[config.mk]
export PLATFORM = sky130hd
export DESIGN_NAME = branch_seq_ctrl
export DESIGN_NICKNAME = d
export VERILOG_FILES = /design/src/rtl/branch_seq_ctrl_pkg.sv /design/src/rtl/branch_seq_ctrl_dp.sv /design/src/rtl/branch_seq_ctrl.sv
export SDC_FILE = /design/constraint.sdc
export NUM_CORES = 1
export LEC_CHECK = 0
export CORE_MARGIN = 2
export CORE_UTILIZATION = 48
export DETAILED_ROUTE_END_ITERATION = 10
export GPL_TIMING_DRIVEN = 0
export HOLD_SLACK_MARGIN = 0.05
export PLACE_DENSITY_LB_ADDON = 0.3
export SETUP_SLACK_MARGIN = 0.02
export SLEW_MARGIN = 25
export SYNTH_ARGS = -nofsm -noshare
export SYNTH_HDL_FRONTEND = slang
export SYNTH_SLANG_ARGS = --single-unit
export TNS_END_PERCENT = 30
[constraint.sdc]
create_clock -name clk -period 4.1 [get_ports clk]
set_clock_uncertainty 0.2 [all_clocks]
set_input_delay 0.615 -clock clk [delete_from_list [all_inputs] [get_ports clk]]
set_output_delay 0.615 -clock clk [all_outputs]
set_load 0.03 [all_outputs]
[src/rtl/branch_seq_ctrl_pkg.sv]
`default_nettype none
// ============================================================================
// Module   : branch_seq_ctrl_pkg
// Brief    : Opcodes, instruction field positions and FSM states for the
//            branch sequencing controller.
// Revision : 1.0 - initial release
// ============================================================================
package branch_seq_ctrl_pkg;

  localparam logic [5:0] OP_BEQ = 6'h04;
  localparam logic [5:0] OP_BNE = 6'h05;
  localparam logic [5:0] OP_J   = 6'h02;

  localparam int OPC_MSB = 31;
  localparam int OPC_LSB = 26;
  localparam int RS_MSB  = 25;
  localparam int RS_LSB  = 21;
  localparam int RT_MSB  = 20;
  localparam int RT_LSB  = 16;
  localparam int IMM_MSB = 15;
  localparam int IMM_LSB = 0;
  localparam int JT_MSB  = 25;
  localparam int JT_LSB  = 0;

  typedef enum logic [2:0] {
    ST_IDLE   = 3'd0,
    ST_FETCH  = 3'd1,
    ST_DECODE = 3'd2,
    ST_EXEC   = 3'd3,
    ST_UPDATE = 3'd4
  } state_t;

endpackage
`default_nettype wire

[src/rtl/branch_seq_ctrl_dp.sv]
`default_nettype none
// ============================================================================
// Module   : branch_seq_ctrl_dp
// Brief    : Single-cycle branch datapath: PC+4, sext(imm)<<2 target and
//            reg1/reg2 equality test.
// Revision : 1.0 - initial release
// ============================================================================
module branch_seq_ctrl_dp (
  input  logic [31:0] pc,
  input  logic [31:0] reg1,
  input  logic [31:0] reg2,
  input  logic [15:0] imm,
  input  logic        branch,
  output logic        zero,
  output logic [31:0] pc_plus4,
  output logic [31:0] branch_addr,
  output logic [31:0] next_pc
);

  logic [31:0] w_offset;

  assign w_offset    = {{14{imm[15]}}, imm, 2'b00};
  assign pc_plus4    = pc + 32'd4;
  assign branch_addr = pc_plus4 + w_offset;
  assign zero        = ((reg1 - reg2) == 32'd0);
  assign next_pc     = (branch && zero) ? branch_addr : pc_plus4;

endmodule
`default_nettype wire

[src/rtl/branch_seq_ctrl.sv]
`default_nettype none
// ============================================================================
// Module   : branch_seq_ctrl
// Brief    : Multi-cycle fetch/decode/exec/update sequencer owning the PC and
//            resolving BEQ, BNE, J and fall-through instructions.
// Revision : 1.0 - initial release
// ============================================================================
module branch_seq_ctrl
  import branch_seq_ctrl_pkg::*;
#(
  parameter logic [31:0] RESET_PC = 32'h0000_0000,
  parameter int          CNT_W    = 16
) (
  input  logic             clk,
  input  logic             rst_n,
  input  logic             run,
  output logic             imem_req,
  output logic [31:0]      imem_addr,
  input  logic             imem_ready,
  input  logic [31:0]      imem_rdata,
  output logic [4:0]       rf_raddr1,
  output logic [4:0]       rf_raddr2,
  input  logic [31:0]      rf_rdata1,
  input  logic [31:0]      rf_rdata2,
  output logic [31:0]      pc,
  output logic             retire,
  output logic             branch_taken,
  output logic             busy,
  output logic [CNT_W-1:0] branch_cnt,
  output logic [CNT_W-1:0] taken_cnt
);

  state_t           r_state;
  state_t           w_state_nxt;
  logic [31:0]      r_pc;
  logic [31:0]      r_instr;
  logic [31:0]      r_next_pc;
  logic             r_taken;
  logic             r_is_branch;
  logic [4:0]       r_raddr1;
  logic [4:0]       r_raddr2;
  logic [CNT_W-1:0] r_branch_cnt;
  logic [CNT_W-1:0] r_taken_cnt;

  logic             w_zero;
  logic [31:0]      w_pc_plus4;
  logic [31:0]      w_branch_addr;
  logic [31:0]      w_dp_next_pc;
  logic [5:0]       w_opcode;
  logic             w_exec_taken;
  logic             w_exec_is_branch;
  logic [31:0]      w_exec_target;

  branch_seq_ctrl_dp u_dp (
    .pc          (r_pc),
    .reg1        (rf_rdata1),
    .reg2        (rf_rdata2),
    .imm         (r_instr[IMM_MSB:IMM_LSB]),
    .branch      (1'b1),
    .zero        (w_zero),
    .pc_plus4    (w_pc_plus4),
    .branch_addr (w_branch_addr),
    .next_pc     (w_dp_next_pc)
  );

  assign w_opcode = r_instr[OPC_MSB:OPC_LSB];

  // The datapath only redirects on zero, so BNE picks the branch target itself
  always_comb begin
    w_exec_taken     = 1'b0;
    w_exec_is_branch = 1'b0;
    w_exec_target    = w_pc_plus4;
    case (w_opcode)
      OP_BEQ: begin
        w_exec_is_branch = 1'b1;
        w_exec_taken     = w_zero;
        w_exec_target    = w_dp_next_pc;
      end
      OP_BNE: begin
        w_exec_is_branch = 1'b1;
        w_exec_taken     = ~w_zero;
        w_exec_target    = w_zero ? w_pc_plus4 : w_branch_addr;
      end
      OP_J: begin
        w_exec_taken  = 1'b1;
        w_exec_target = {w_pc_plus4[31:28], r_instr[JT_MSB:JT_LSB], 2'b00};
      end
      default: ;
    endcase
  end

  always_comb begin
    w_state_nxt = r_state;
    case (r_state)
      ST_IDLE:   if (run) w_state_nxt = ST_FETCH;
      ST_FETCH:  if (imem_ready) w_state_nxt = ST_DECODE;
      ST_DECODE: w_state_nxt = ST_EXEC;
      ST_EXEC:   w_state_nxt = ST_UPDATE;
      ST_UPDATE: w_state_nxt = run ? ST_FETCH : ST_IDLE;
      default:   w_state_nxt = ST_IDLE;
    endcase
  end

  always_ff @(posedge clk or negedge rst_n) begin
    if (!rst_n) begin
      r_state      <= ST_IDLE;
      r_pc         <= RESET_PC;
      r_instr      <= 32'd0;
      r_next_pc    <= RESET_PC;
      r_taken      <= 1'b0;
      r_is_branch  <= 1'b0;
      r_raddr1     <= 5'd0;
      r_raddr2     <= 5'd0;
      r_branch_cnt <= '0;
      r_taken_cnt  <= '0;
    end else begin
      r_state <= w_state_nxt;
      // Register addresses load with the instruction so read data lands in EXEC
      if (r_state == ST_FETCH && imem_ready) begin
        r_instr  <= imem_rdata;
        r_raddr1 <= imem_rdata[RS_MSB:RS_LSB];
        r_raddr2 <= imem_rdata[RT_MSB:RT_LSB];
      end
      if (r_state == ST_EXEC) begin
        r_next_pc   <= w_exec_target;
        r_taken     <= w_exec_taken;
        r_is_branch <= w_exec_is_branch;
      end
      if (r_state == ST_UPDATE) begin
        r_pc <= r_next_pc;
        if (r_is_branch && (r_branch_cnt != {CNT_W{1'b1}}))
          r_branch_cnt <= r_branch_cnt + CNT_W'(1);
        if (r_is_branch && r_taken && (r_taken_cnt != {CNT_W{1'b1}}))
          r_taken_cnt <= r_taken_cnt + CNT_W'(1);
      end
    end
  end

  assign imem_req     = (r_state == ST_FETCH);
  assign imem_addr    = r_pc;
  assign pc           = r_pc;
  assign rf_raddr1    = r_raddr1;
  assign rf_raddr2    = r_raddr2;
  assign retire       = (r_state == ST_UPDATE);
  assign branch_taken = retire & r_taken;
  assign busy         = (r_state != ST_IDLE);
  assign branch_cnt   = r_branch_cnt;
  assign taken_cnt    = r_taken_cnt;

endmodule
`default_nettype wire

==> results_dict.tcl <==
set metrics [dict create \
    status "finished with violations" \
    violations "negative setup slack" \
    num_vias 10400 \
    syn_area_per_cell_sq_um 9.10 \
    post-route-util 0.737 \
    grt_max_degree 94 \
    synth_top_area_cell "dfrtp_1" \
    synth.top_cells.by_area "dfrtp_1 33%, ha_1 8.5%, mux2_2 7.2%" \
    ys_async_sr_fraction 1.00 \
    dp_hpwl_um 21000 \
    synth_warnings 0 \
    cts_max_path_buffers 2 \
    synth_seq_cells 133 \
    ant_nets 0 \
    crit_buf_inv 1 \
    cts_made_buffers 17 \
    fin_nets 1610 \
    fmax_ghz 0.220 \
    die_w_um 149 \
    layout_commonest_cell "clkdlybuf4s50_1" \
    cts_num_sinks 133 \
    worstSetupPathType "flop to flop" \
    dieHeight_um 149 \
    antenna_found_initial 5 \
    rsz0062_at_grt "true" \
    cts_root_buffer "clkbuf_16" \
    routed_via_density 6.02 \
    max_slew_margin 0.205 \
    syn-instance-count 1112 \
    yosysUniqueCellTypes 76 \
    worst_slew_pin_slew_ns 1.19 \
    final_cell_mix "173 x clkdlybuf4s50_1, 141 x buf_4, 125 x dfrtp_1" \
    io_buffers 209 \
    setup_tns_ns -1.47 \
    crit_top_cell "and3_4" \
    grt_pass1_wl_um 51000 \
    end_kind "flop" \
    r2r_start "imem_addr[6]$_DFFE_PN0P_" \
    required_ns 4.21 \
    slowest_stage "or3_1" \
    cts_tree "done" \
    hold_class "flop to flop" \
    initial_core_util 0.485 \
    track_usage 0.289 \
    crit_family "simple AND/OR/NAND/NOR gates" \
    synth_edf_count 0 \
    powerDensity_mw_per_mm2 696 \
    peakVddDrop_v 0.000335 \
    arrival_ns 4.66 \
    clk_pin_slew_worst_paths_ns 0.06 \
    crit_path_max_fanout 4 \
    worstSetupStartpointType "flop" \
    leakage_nw 6.84 \
    hold_viol 0 \
    drc 0 \
    overflow 0 \
    cap_viol_max_count 0 \
    worstPathCellList "and3_4 -> and3_4 -> and2_4 -> and3_4 -> and3_4 -> nand4_1 -> xor2_1 -> inv_1 -> ha_4 -> a21oi_2 -> o211ai_1 -> a21o_1 -> a31o_2 -> a221o_1 -> a21oi_2 -> xor2_1 -> or3_1 -> a31o_1" \
    area_growth_pct 52.2 \
    seq_area_frac_synth 0.329 \
    finalSetupViolCount 17 \
    ios 210 \
    drive_gt1_frac 0.313 \
    grt_pass1_vias 10100 \
    syn-num-nets 1282 \
    power_mw 10.7 \
    period_minus_slack_ns 4.55 \
    synthFlopType "dfrtp_1" \
    path_depth 18 \
    slew_violations 0 \
    core_area_sq_mm 0.0209 \
    routed_wl_um 34300 \
    hold_depth 2 \
    r2r.worst_path.cells 18 \
    wl_per_cell_um 19.8 \
    cp-startpoint "imem_addr[6]$_DFFE_PN0P_" \
    fp-row-count 53 \
    die_area_sq_mm 0.0223 \
    layout_setup_ws_ns -0.453 \
    htree_levels 4 \
    drt_iter0_drc 838 \
    worst_path_largest_cell_delay_ns 0.39 \
    place_congestion 0.957 \
    netlist.area_leader.share 0.329 \
    dr.pass1.iters 5 \
    netlist_area_sq_mm 0.0101 \
    clk_latency_ns 0.43 \
    post-route-period-util 1.11 \
    min_from "r_next_pc[0]$_DFFE_PN0P_" \
]
==> kinds of logic after synthesis <==
group | after synthesis | share of synthesized area
mux | 83 | 0.0903
buf+inv | 133 | 0.0667
xor+xnor | 99 | 0.0875
flops | 133 | 0.329
fa+ha+maj | 70 | 0.0873
simple gates | 325 | 0.159
compound gates | 269 | 0.180
==> cells in the mapped netlist, drive strengths merged, types with 15 or more instances <==
cell	n
dfrtp	133
nand3	43
ha	69
nor3	15
nand2	87
inv	49
a21o	25
xnor2	61
mux2i	16
buf	55
nor2	70
o21ai	45
o211ai	18
mux2	67
and3	26
a21oi	73
xor2	38
clkbuf	28
nand4	20
==> metrics by stage <==
| step | area, sq um | hold slack (ns) | instances | setup WS (ns) |
|---|---|---|---|---|
| floorplan | 10200 | 0.119 | 1112 | -0.326 |
| global placement | 12600 | 0.252 | 1596 | -3.58 |
| detailed placement | 12600 | 0.254 | 1597 | -1.05 |
| CTS | 15000 | 0.273 | 1711 | -0.252 |
| global route | 15400 | 0.290 | 1729 | -0.598 |
| finish | 15400 | 0.285 | 1730 | -0.453 |
==> timing repair <==
item / 4_1_cts / 5_1_grt
gates resized for setup: 243 / 66
setup endpoints to repair: 31 / 30
hold endpoints to repair: 40 / 0
pin swaps: 82 / 55
setup buffers: 89 / 25
gates cloned: 2 / 0
hold buffers: 1 / 0
==> power breakdown <==
group,switching [mW],internal [mW]
Clock,0.604,0.863
Combinational,3.49,3.40
Sequential,0.601,1.76
Total,4.70,6.02
==> worst paths after layout <==
check	end	slack (ns)
max	r_next_pc[31]$_DFFE_PN0P_	-0.45
min in group asynchronous	taken_cnt[6]$_DFFE_PN0P_	0.47
min	r_next_pc[0]$_DFFE_PN0P_	0.28
max in group asynchronous	imem_addr[2]$_DFFE_PN0P_	2.45
max reg2reg	r_next_pc[31]$_DFFE_PN0P_	-0.45
min reg2reg	r_next_pc[0]$_DFFE_PN0P_	0.28
==> flip-flops by register name, indices dropped and copies added (netlist names) <==
signal       flops
imem_addr       32
r_instr         32
r_next_pc       32
branch_cnt      16
taken_cnt       16
r_state          3
r_is_branch      1
r_taken          1
==> final cells by class <==
type	count	area, sq um
plain buffers	73	517
flip-flops and latches	133	3340
well taps	275	344
clock inverters	11	103
repair buffers	319	3000
diodes	3	7.51
multi-input cells	846	7450
fillers	1414	5490
clock buffers	20	457
inverters	50	188
==> tightest hold or removal path: cells and delay by family (launching register included) <==
| family | cells | cell delay, ns |
|---|---|---|
| AND/OR/NAND/NOR | 2 | 0.10 |
| flip-flops | 1 | 0.35 |
==> routing by layer <==
metal  GRT usage  share of wire  vias up
met2       0.483           0.48      590
met1       0.348           0.38     5023
met3      0.0768          0.091      155
met4       0.135          0.051        0
met5           0              0        -
li1            -              -     4648
No activity file was read; power rests on OpenSTA's default activity.
